===== config.mk =====
export PLATFORM = sky130hd
export DESIGN_NAME = pr_axi_burst_master
export DESIGN_NICKNAME = d
export VERILOG_FILES = /design/src/rtl/pr_axi_pkg.sv /design/src/rtl/pr_axi_seg_calc.sv /design/src/rtl/pr_axi_burst_master.sv
export SDC_FILE = /design/constraint.sdc
export NUM_CORES = 1
export LEC_CHECK = 0
export CAP_MARGIN = 15
export CORE_AREA = 2 2 455 457
export DETAILED_ROUTE_END_ITERATION = 8
export DIE_AREA = 0 0 457 459
export GPL_ROUTABILITY_DRIVEN = 1
export PLACE_DENSITY = 0.3
export SLEW_MARGIN = 20
export SYNTH_ARGS = -nofsm -noshare
export SYNTH_HDL_FRONTEND = slang
export SYNTH_SLANG_ARGS = --single-unit

===== constraint.sdc =====
create_clock -name s_axi_aclk -period 9.9 [get_ports s_axi_aclk]
set_clock_uncertainty 0.2 [all_clocks]
set_input_delay 1.98 -clock s_axi_aclk [delete_from_list [all_inputs] [get_ports s_axi_aclk]]
set_output_delay 1.98 -clock s_axi_aclk [all_outputs]
set_load 0.02 [all_outputs]

===== src/rtl/pr_axi_pkg.sv =====
// Shared constants, FSM state and address-channel payload for the PR-region AXI4 burst master.
package pr_axi_pkg;

    localparam int unsigned AXI_ADDR_W = 16;
    localparam int unsigned LEN_W      = 8;
    localparam int unsigned BEAT_BYTES = 32;
    localparam int unsigned BEAT_SHIFT = $clog2(BEAT_BYTES);
    localparam int unsigned BEATS_4K   = 4096 / BEAT_BYTES;
    localparam int unsigned PAGE_OFF_W = $clog2(BEATS_4K);

    localparam logic [2:0] AXI_SIZE_32B   = 3'b101;
    localparam logic [1:0] AXI_BURST_INCR = 2'b01;
    localparam logic [3:0] AXI_CACHE      = 4'b0011;
    localparam logic [2:0] AXI_PROT       = 3'b000;
    localparam logic [1:0] AXI_RESP_OKAY  = 2'b00;

    typedef enum logic [2:0] {
        ST_IDLE,
        ST_ADDR,
        ST_WDAT,
        ST_BRSP,
        ST_RDAT,
        ST_DONE
    } state_e;

    typedef struct packed {
        logic [AXI_ADDR_W-1:0] addr;
        logic [LEN_W-1:0]      len;
    } ax_t;

endpackage


===== src/rtl/pr_axi_seg_calc.sv =====
// Burst segmentation: length of the next 4 KB-bounded segment, and the address/remaining
// count after the segment currently in flight completes.
module pr_axi_seg_calc
    import pr_axi_pkg::*;
#(
    parameter int unsigned BEATS_W = 9
) (
    input  logic [PAGE_OFF_W-1:0] beat_off_i,
    input  logic [BEATS_W-1:0]    rem_i,
    output logic [LEN_W-1:0]      len_o,
    input  logic [AXI_ADDR_W-1:0] cur_addr_i,
    input  logic [BEATS_W-1:0]    cur_rem_i,
    input  logic [LEN_W-1:0]      cur_len_i,
    output logic [AXI_ADDR_W-1:0] next_addr_o,
    output logic [BEATS_W-1:0]    next_rem_o
);

    logic [BEATS_W-1:0] room;
    logic [BEATS_W-1:0] seg;
    logic [BEATS_W-1:0] cur_seg;

    always_comb begin
        room        = BEATS_W'(BEATS_4K) - BEATS_W'(beat_off_i);
        seg         = (rem_i < room) ? rem_i : room;
        len_o       = LEN_W'(seg - BEATS_W'(1));
        cur_seg     = BEATS_W'(cur_len_i) + BEATS_W'(1);
        // address arithmetic wraps modulo the 16-bit window
        next_addr_o = cur_addr_i + (AXI_ADDR_W'(cur_seg) << BEAT_SHIFT);
        next_rem_o  = cur_rem_i - cur_seg;
    end

endmodule


===== src/rtl/pr_axi_burst_master.sv =====
// Command-to-AXI4 burst engine for the PR region: splits one command into INCR bursts,
// streams write/read data and reports a single completion status.
module pr_axi_burst_master
    import pr_axi_pkg::*;
#(
    parameter int unsigned DATA_W    = 256,
    parameter int unsigned ADDR_W    = 16,
    parameter int unsigned MAX_BEATS = 256
) (
    input  logic                      s_axi_aclk,
    input  logic                      reset,
    input  logic                      cmd_valid,
    output logic                      cmd_ready,
    input  logic                      cmd_write,
    input  logic [ADDR_W-1:0]         cmd_addr,
    input  logic [$clog2(MAX_BEATS):0] cmd_beats,
    input  logic [DATA_W-1:0]         wr_data,
    input  logic                      wr_valid,
    output logic                      wr_ready,
    output logic [DATA_W-1:0]         rd_data,
    output logic                      rd_valid,
    input  logic                      rd_ready,
    output logic                      rd_last,
    output logic                      done_valid,
    output logic                      done_err,
    output logic [ADDR_W-1:0]         m_axi_awaddr,
    output logic [7:0]                m_axi_awlen,
    output logic [2:0]                m_axi_awsize,
    output logic [1:0]                m_axi_awburst,
    output logic                      m_axi_awvalid,
    input  logic                      m_axi_awready,
    output logic                      m_axi_awlock,
    output logic [3:0]                m_axi_awcache,
    output logic [2:0]                m_axi_awprot,
    output logic [DATA_W-1:0]         m_axi_wdata,
    output logic [DATA_W/8-1:0]       m_axi_wstrb,
    output logic                      m_axi_wlast,
    output logic                      m_axi_wvalid,
    input  logic                      m_axi_wready,
    input  logic [1:0]                m_axi_bresp,
    input  logic                      m_axi_bvalid,
    output logic                      m_axi_bready,
    output logic [ADDR_W-1:0]         m_axi_araddr,
    output logic [7:0]                m_axi_arlen,
    output logic [2:0]                m_axi_arsize,
    output logic [1:0]                m_axi_arburst,
    output logic                      m_axi_arvalid,
    input  logic                      m_axi_arready,
    output logic                      m_axi_arlock,
    output logic [3:0]                m_axi_arcache,
    output logic [2:0]                m_axi_arprot,
    input  logic [DATA_W-1:0]         m_axi_rdata,
    input  logic [1:0]                m_axi_rresp,
    input  logic                      m_axi_rlast,
    input  logic                      m_axi_rvalid,
    output logic                      m_axi_rready
);

    localparam int unsigned BEATS_W = $clog2(MAX_BEATS) + 1;

    state_e                state_q, state_d;
    ax_t                   ax_q, ax_d;
    logic [AXI_ADDR_W-1:0] addr_d;
    logic [BEATS_W-1:0]    rem_q, rem_d;
    logic [LEN_W-1:0]      beat_q, beat_d;
    logic                  write_q, write_d;
    logic                  err_q, err_d;
    logic                  cmd_ready_q, cmd_ready_d;

    logic [LEN_W-1:0]      len_nxt;
    logic [AXI_ADDR_W-1:0] next_addr;
    logic [BEATS_W-1:0]    next_rem;
    logic                  beat_last;
    logic                  rlast_unused;

    // Beat counting governs burst boundaries; the slave's rlast is ignored.
    assign rlast_unused = m_axi_rlast;

    // Length follows the address/remaining values being loaded, so aw/ar fields are registered.
    pr_axi_seg_calc #(
        .BEATS_W (BEATS_W)
    ) u_seg_calc (
        .beat_off_i  (addr_d[11:BEAT_SHIFT]),
        .rem_i       (rem_d),
        .len_o       (len_nxt),
        .cur_addr_i  (ax_q.addr),
        .cur_rem_i   (rem_q),
        .cur_len_i   (ax_q.len),
        .next_addr_o (next_addr),
        .next_rem_o  (next_rem)
    );

    assign beat_last = (beat_q == ax_q.len);

    always_comb begin
        state_d = state_q;
        addr_d  = ax_q.addr;
        rem_d   = rem_q;
        beat_d  = beat_q;
        write_d = write_q;
        err_d   = err_q;
        case (state_q)
            ST_IDLE: begin
                if (cmd_valid && cmd_ready_q) begin
                    addr_d  = cmd_addr & ~AXI_ADDR_W'(BEAT_BYTES - 1);
                    rem_d   = cmd_beats;
                    write_d = cmd_write;
                    beat_d  = '0;
                    err_d   = (cmd_beats == '0);
                    state_d = (cmd_beats == '0) ? ST_DONE : ST_ADDR;
                end
            end
            ST_ADDR: begin
                beat_d = '0;
                if (write_q && m_axi_awready) begin
                    state_d = ST_WDAT;
                end else if (!write_q && m_axi_arready) begin
                    state_d = ST_RDAT;
                end
            end
            ST_WDAT: begin
                if (wr_valid && m_axi_wready) begin
                    beat_d = beat_q + LEN_W'(1);
                    if (beat_last) begin
                        state_d = ST_BRSP;
                    end
                end
            end
            ST_BRSP: begin
                if (m_axi_bvalid) begin
                    err_d   = err_q | (m_axi_bresp != AXI_RESP_OKAY);
                    addr_d  = next_addr;
                    rem_d   = next_rem;
                    beat_d  = '0;
                    state_d = (next_rem == '0) ? ST_DONE : ST_ADDR;
                end
            end
            ST_RDAT: begin
                if (m_axi_rvalid && rd_ready) begin
                    err_d  = err_q | (m_axi_rresp != AXI_RESP_OKAY);
                    beat_d = beat_q + LEN_W'(1);
                    if (beat_last) begin
                        addr_d  = next_addr;
                        rem_d   = next_rem;
                        beat_d  = '0;
                        state_d = (next_rem == '0) ? ST_DONE : ST_ADDR;
                    end
                end
            end
            ST_DONE: state_d = ST_IDLE;
            default: state_d = ST_IDLE;
        endcase
        cmd_ready_d = (state_d == ST_IDLE);
        ax_d        = '{addr: addr_d, len: len_nxt};
    end

    always_ff @(posedge s_axi_aclk) begin
        if (reset) begin
            state_q     <= ST_IDLE;
            ax_q        <= '0;
            rem_q       <= '0;
            beat_q      <= '0;
            write_q     <= 1'b0;
            err_q       <= 1'b0;
            cmd_ready_q <= 1'b0;
        end else begin
            state_q     <= state_d;
            ax_q        <= ax_d;
            rem_q       <= rem_d;
            beat_q      <= beat_d;
            write_q     <= write_d;
            err_q       <= err_d;
            cmd_ready_q <= cmd_ready_d;
        end
    end

    assign cmd_ready     = cmd_ready_q;
    assign done_valid    = (state_q == ST_DONE);
    assign done_err      = (state_q == ST_DONE) && err_q;

    assign m_axi_awaddr  = ax_q.addr;
    assign m_axi_awlen   = ax_q.len;
    assign m_axi_awsize  = AXI_SIZE_32B;
    assign m_axi_awburst = AXI_BURST_INCR;
    assign m_axi_awlock  = 1'b0;
    assign m_axi_awcache = AXI_CACHE;
    assign m_axi_awprot  = AXI_PROT;
    assign m_axi_awvalid = (state_q == ST_ADDR) && write_q;

    assign m_axi_araddr  = ax_q.addr;
    assign m_axi_arlen   = ax_q.len;
    assign m_axi_arsize  = AXI_SIZE_32B;
    assign m_axi_arburst = AXI_BURST_INCR;
    assign m_axi_arlock  = 1'b0;
    assign m_axi_arcache = AXI_CACHE;
    assign m_axi_arprot  = AXI_PROT;
    assign m_axi_arvalid = (state_q == ST_ADDR) && !write_q;

    // Data streams pass straight through while the matching data state is active.
    assign m_axi_wdata   = wr_data;
    assign m_axi_wstrb   = '1;
    assign m_axi_wvalid  = (state_q == ST_WDAT) && wr_valid;
    assign m_axi_wlast   = (state_q == ST_WDAT) && beat_last;
    assign wr_ready      = (state_q == ST_WDAT) && m_axi_wready;
    assign m_axi_bready  = (state_q == ST_BRSP);

    assign rd_data       = m_axi_rdata;
    assign rd_valid      = (state_q == ST_RDAT) && m_axi_rvalid;
    assign rd_last       = rd_valid && beat_last && (next_rem == '0);
    assign m_axi_rready  = (state_q == ST_RDAT) && rd_ready;

endmodule


== Word-level counts from Yosys, hierarchy flattened ==
Index checks and enable logic that the tools add are counted.

* Add/subtract/negate cells: 6
* $lt $le $gt $ge: 1
* Eq/ne operators: 11
* Muxes and demuxes: 32
* Bitwise logic cells: 2
* Reduce and logical (&&, ||, !) cells: 28

{| class="wikitable"
|+ Operators by type and width
! operator !! count
|-
| 16-bit 2-to-1 mux || 4
|-
| 8-bit 2-to-1 mux || 6
|-
| 16-bit case mux with 3 select lines || 1
|-
| 8-bit case mux with 5 select lines || 1
|-
| 9-bit 2-to-1 mux || 4
|-
| 3-bit 2-to-1 mux || 10
|-
| 9-bit case mux with 3 select lines || 1
|-
| 9-bit logical NOT || 2
|-
| 16-bit by 14-bit adder with 16-bit output || 1
|-
| 1-bit logical AND || 15
|-
| 3-bit case mux with 5 select lines || 1
|-
| 2-bit inequality test, second input constant || 5
|-
| 5-bit AND reduction || 2
|-
| 8-bit by 1-bit adder with 9-bit output, second input constant || 1
|-
| 9-bit less-than comparator || 1
|-
| 8-bit by 7-bit subtractor with 9-bit output, first input constant || 1
|-
| 9-bit subtractor || 1
|-
| 8-bit by 1-bit adder with 8-bit output, second input constant || 1
|-
| 8-bit == test || 1
|-
| 8-bit by 1-bit subtractor with 8-bit output, second input constant || 1
|-
| 3-bit by 2-bit == test with 1-bit output, second input constant || 2
|-
| 3-bit == test, second input constant || 2
|-
| 3-bit logical NOT || 2
|-
| 5-bit nonzero test || 1
|-
| 9 further kinds || 13
|}

* Bits in registers: 47
* Input port bits: 553
* Output and inout bits: 630
* Logic and storage cells: 89

== Longest topological paths before layout ==
* Word-level depth: 9
* Depth in mapped cells: 24
* Depth with buffers taken out: 24

== By module ==
Synthesis repeated with hierarchy kept, for this count alone.

* Cell total of the unflattened synthesis: 1095
* Area, all modules: 8569.5 µm²

{| class="wikitable"
|+ Modules (own cells, without submodules)
! module !! instances !! cells an instance !! area an instance (µm²) !! sequential area each (µm²)
|-
| pr_axi_burst_master || 1 || 896 || 7081.8 || 940.9
|-
| pr_axi_seg_calc || 1 || 199 || 1487.7 || 0.0
|}

== Worst setup path before layout ==
No wires, ideal clock.

* Path kind: input to register
* Start point: input m_axi_bvalid
* End point: register ax_q (netlist bit m_axi_arlen[6])
* Setup time: 0.131 ns
* Arrival time: 6.344 ns
* Required time: 9.569 ns
* Setup slack: 3.225 ns
* Cell stages on the path: 22
* Buffers on the path: 1
* Cell sequence: nand4b_1 > o31ai_1 > nand4_1 > and2_1 > buf_2 > a222oi_1 > ha_1 > and3_1 > nand4_1 > xor2_1 > ha_1 > a21o_1 > a21oi_1 > o21ai_0 > a221o_1 > a21oi_1 > nand2_1 > a21oi_1 > ha_1 > o221ai_1 > o311ai_1 > o41ai_1

* Word-level cells in the longest chain between the ends: 6
* Elaborated cells between the ends (all ways): 8
* Those cells by class: add/sub: 2; order compare: 1; mux: 5

{| class="wikitable"
|+ RTL lines
! what !! RTL line !! source
|-
| from (decl) || pr_axi_burst_master.sv:41 || <nowiki>input logic m_axi_bvalid,</nowiki>
|-
| 16-bit 2-to-1 mux || pr_axi_burst_master.sv:130 || <nowiki>if (m_axi_bvalid) begin</nowiki>
|-
| 16-bit case mux with 3 select lines || pr_axi_burst_master.sv:102 || <nowiki>case (state_q)</nowiki>
|-
| 8-bit by 7-bit subtractor with 9-bit output || pr_axi_seg_calc.sv:23 || <nowiki>room = BEATS_W'(BEATS_4K) - BEATS_W'(beat_off_i);</nowiki>
|-
| 9-bit less-than comparator || pr_axi_seg_calc.sv:24 || <nowiki>seg = (rem_i < room) ? rem_i : room;</nowiki>
|-
| 8-bit 2-to-1 mux * || pr_axi_seg_calc.sv:24 ||
|-
| 8-bit by 1-bit subtractor with 8-bit output * || pr_axi_seg_calc.sv:25 || <nowiki>len_o = LEN_W'(seg - BEATS_W'(1));</nowiki>
|-
| to (signal assigned) || pr_axi_burst_master.sv:160 || <nowiki>ax_q <= '0;</nowiki>
|-
| to (signal assigned) || pr_axi_burst_master.sv:168 || <nowiki>ax_q <= ax_d;</nowiki>
|-
| to (decl) || pr_axi_burst_master.sv:62 || <nowiki>ax_t ax_q, ax_d;</nowiki>
|}

Mark *: on every way between the ends. The rest lies on a longest branch, timed or not. The select of a mux whose other input is x is not followed.
A chain may end at the register's enable or synchronous reset.

== Worst setup path in the final report ==
Ends and elaborated chain as after synthesis.

==> run metrics <==
vias in the first global route=4621; Core Util, Final=3.95%; post-synthesis cell area=8010 um2; CTS Hold Bufs=0; Tightest Hold Check Type=reg2reg; DRT Pass-1 Iters=4; register bit total from synthesis=42; fin crit period=7.89 ns; multi-input logic area=2760 um2; Vias/cell=1.48; top_reg_cell synth=dfxtp_1; pwr/cell area=165 nW/um2; Clk pin slew, worst setup/hold paths=0.08 ns; library cells used by synthesis=69; RSZ-0062 raised after global routing=false; Avg Inst Size Synth=7.68 um2; number of max-cap violations=0; Final setup viols=0; drt initial violations=249; Leak Pwr=2.16 nW; most frequent cell after synthesis=buf_4; Rel. slew slack=50.6%; total core area=206000 um2; Fin. Hold Viols=0; total CTS buffers=5; die height=459 um; final WL=97.8 mm; Async SR Flop Fraction=0%; share of the synthesized area in the top cell type=56.2%; Row Count=167; CP endpoint kind=flop; CP Data Required Time=9.89 ns; status=completed; first-pass GRT wire length=108 mm; CTS tree=done; Area Growth Syn to Fin=1.33%; drt drc=0; Worst Tran Pin Value=0.741 ns; H-tree levels=2; post-synthesis sequential area ratio=10.5%; routed via count=4879; Startpoint Class=primary input; die area=210000 um2; dominant cells by area after synthesis=buf_4 (56%), dfxtp_1 (11%), ha_1 (4.4%), xor2_1 (2.4%), nor2_1 (2.3%); largest net degree at the start of global routing=31; Clock Path Buffers=2; postcts setup bufs=0; CTS root buffer=clkbuf_16; Yosys Warn Count=0; antenna cells=0; GR Overflow Total=0; Peak VDD IR=62.3 uV; remaining antenna violation count after routing=0; Ports=1183; Resize count post-CTS=0; worst hold slack=0.291 ns; RePlAce Congestion=0.734; fin nets=1175; share of layout cells above drive strength 1=5.23%; number of buffers added on ports=84; Clock Sink Count=42; Tcrit/Tclk final=79.6%; Slew Viols, Final=0; Layout fillers=24500; clk_lat worst skew=0.32 ns; die width=457 um; kind of critical path=in2reg; starting density of the core=3.89%; Tot Pwr=1.34 mW; fmax=127 MHz; cell accounting for the most synthesized area=buf_4; EDFF count, synth=0; all-layer global routing usage=8.86%; total negative slack=0 ns; commonest cells in the netlist=buf_4 (599), nor2_1 (48), dfxtp_1 (42); Arrival @ worst endpoint=7.88 ns; Mapped Cells=1042; Avg WL per Cell=29.7 um; antenna violations before repair=16; critical path fanouts, max=19; register area=841 um2; dpl hpwl=92.6 mm
## where the power goes
| part | total (mW) | switching [mW] | internal (mW) |
|---|---|---|---|
| logic | 0.880 | 0.526 | 0.354 |
| clock network | 0.189 | 0.0917 | 0.0972 |
| registers | 0.273 | 0.0718 | 0.201 |
| total | 1.34 | 0.689 | 0.652 |
## per-stage QoR
stage          setup WS, ns  instance area (um2)  instances
3_5_place_dp           1.72                 7960       3289
5_1_grt                1.58                 8110       3297
4_1_cts                2.04                 8110       3297
2_1_floorplan          3.23                 8250       1108
3_3_place_gp           1.75                 7960       3289
6_report               2.01                 8110       3297
## worst max-delay path, stage by stage
cell,delay [ns]
clkdlybuf4s50_1,0.67
nand4b_1,0.32
o31ai_1,0.26
nand4_1,0.20
and2_1,0.20
buf_4,0.22
a221oi_1,0.51
nand3_1,0.20
or3_4,0.44
and2_2,0.20
ha_1,0.18
a21o_1,0.17
a21oi_1,0.14
o21ai_0,0.09
a221o_1,0.31
a21oi_1,0.40
nand2_1,0.30
a21oi_1,0.23
ha_1,0.21
o221ai_1,0.20
o311ai_1,0.29
o41ai_1,0.12
## logic make-up (layout without fill, tap and decap cells)
group / count (synthesis) / in the layout / synth area share (%)
other: 2 / 68 / 0.0938
adder cells (fa/ha/maj): 30 / 30 / 4.88
buffers and inverters: 637 / 122 / 58.1
XOR/XNOR: 37 / 37 / 4.05
flip-flops: 42 / 42 / 10.5
AO/OA/AOI/OAI: 112 / 112 / 10.2
AND/OR/NAND/NOR: 177 / 177 / 11.6
multiplexers: 5 / 5 / 0.625
## flip-flops by register name, indices dropped and copies added, names as in the netlist
name          cells
beat_q            8
err_q             1
write_q           1
rem_q             9
state_q           3
m_axi_arlen       8
cmd_ready         1
m_axi_araddr     11
## path summary, 6_finish.rpt
| check | cells after the start | to | slack (ns) | startpoint |
|---|---|---|---|---|
| worst min-delay path | 2 | rem_q[3] | 0.29 | rem_q[3] |
| worst max register to register | 21 | m_axi_arlen[6] | 3.69 | state_q[2] |
| worst min register to register | 2 | rem_q[3] | 0.29 | rem_q[3] |
| worst max-delay path | 22 | m_axi_arlen[6] | 2.01 | m_axi_bvalid |
## layer usage
| metal | up-vias | share of wire [%] | global-route usage (%) |
|---|---|---|---|
| met5 | - | 0.36 | 1.13 |
| met3 | 279 | 40 | 16.7 |
| met2 | 802 | 43 | 13.4 |
| li1 | 1846 | - | - |
| met4 | 6 | 6.0 | 4.68 |
| met1 | 1946 | 11 | 2.61 |
## cells in the final DEF, fill, tap and decap left out, drive strengths merged, types with 5 or more instances in the layout
cell,instances
clkdlybuf4s50,84
conb,68
nor2,48
dfxtp,42
nand2,34
ha,28
inv,27
a21oi,24
xor2,22
o21ai,17
xnor2,15
nor3,15
and2,15
nand3,11
and3,9
nor2b,8
nand4,8
a222oi,8
a21o,7
or2,7
o21a,6
a21boi,5
a31oi,5
mux2i,5
clkbuf,5
buf,5
## area by class of cell
cell class                      instances  area share, %
Clock buffer                            5           1.54
Clock inverter                          3          0.355
Inverter                               25           1.16
Multi-Input combinational cell        429           34.1
Sequential cell                        42           10.4
Tap cell                             2704           41.7
Timing Repair Buffer                   89           10.8
Power figures use the tool's default switching activity.
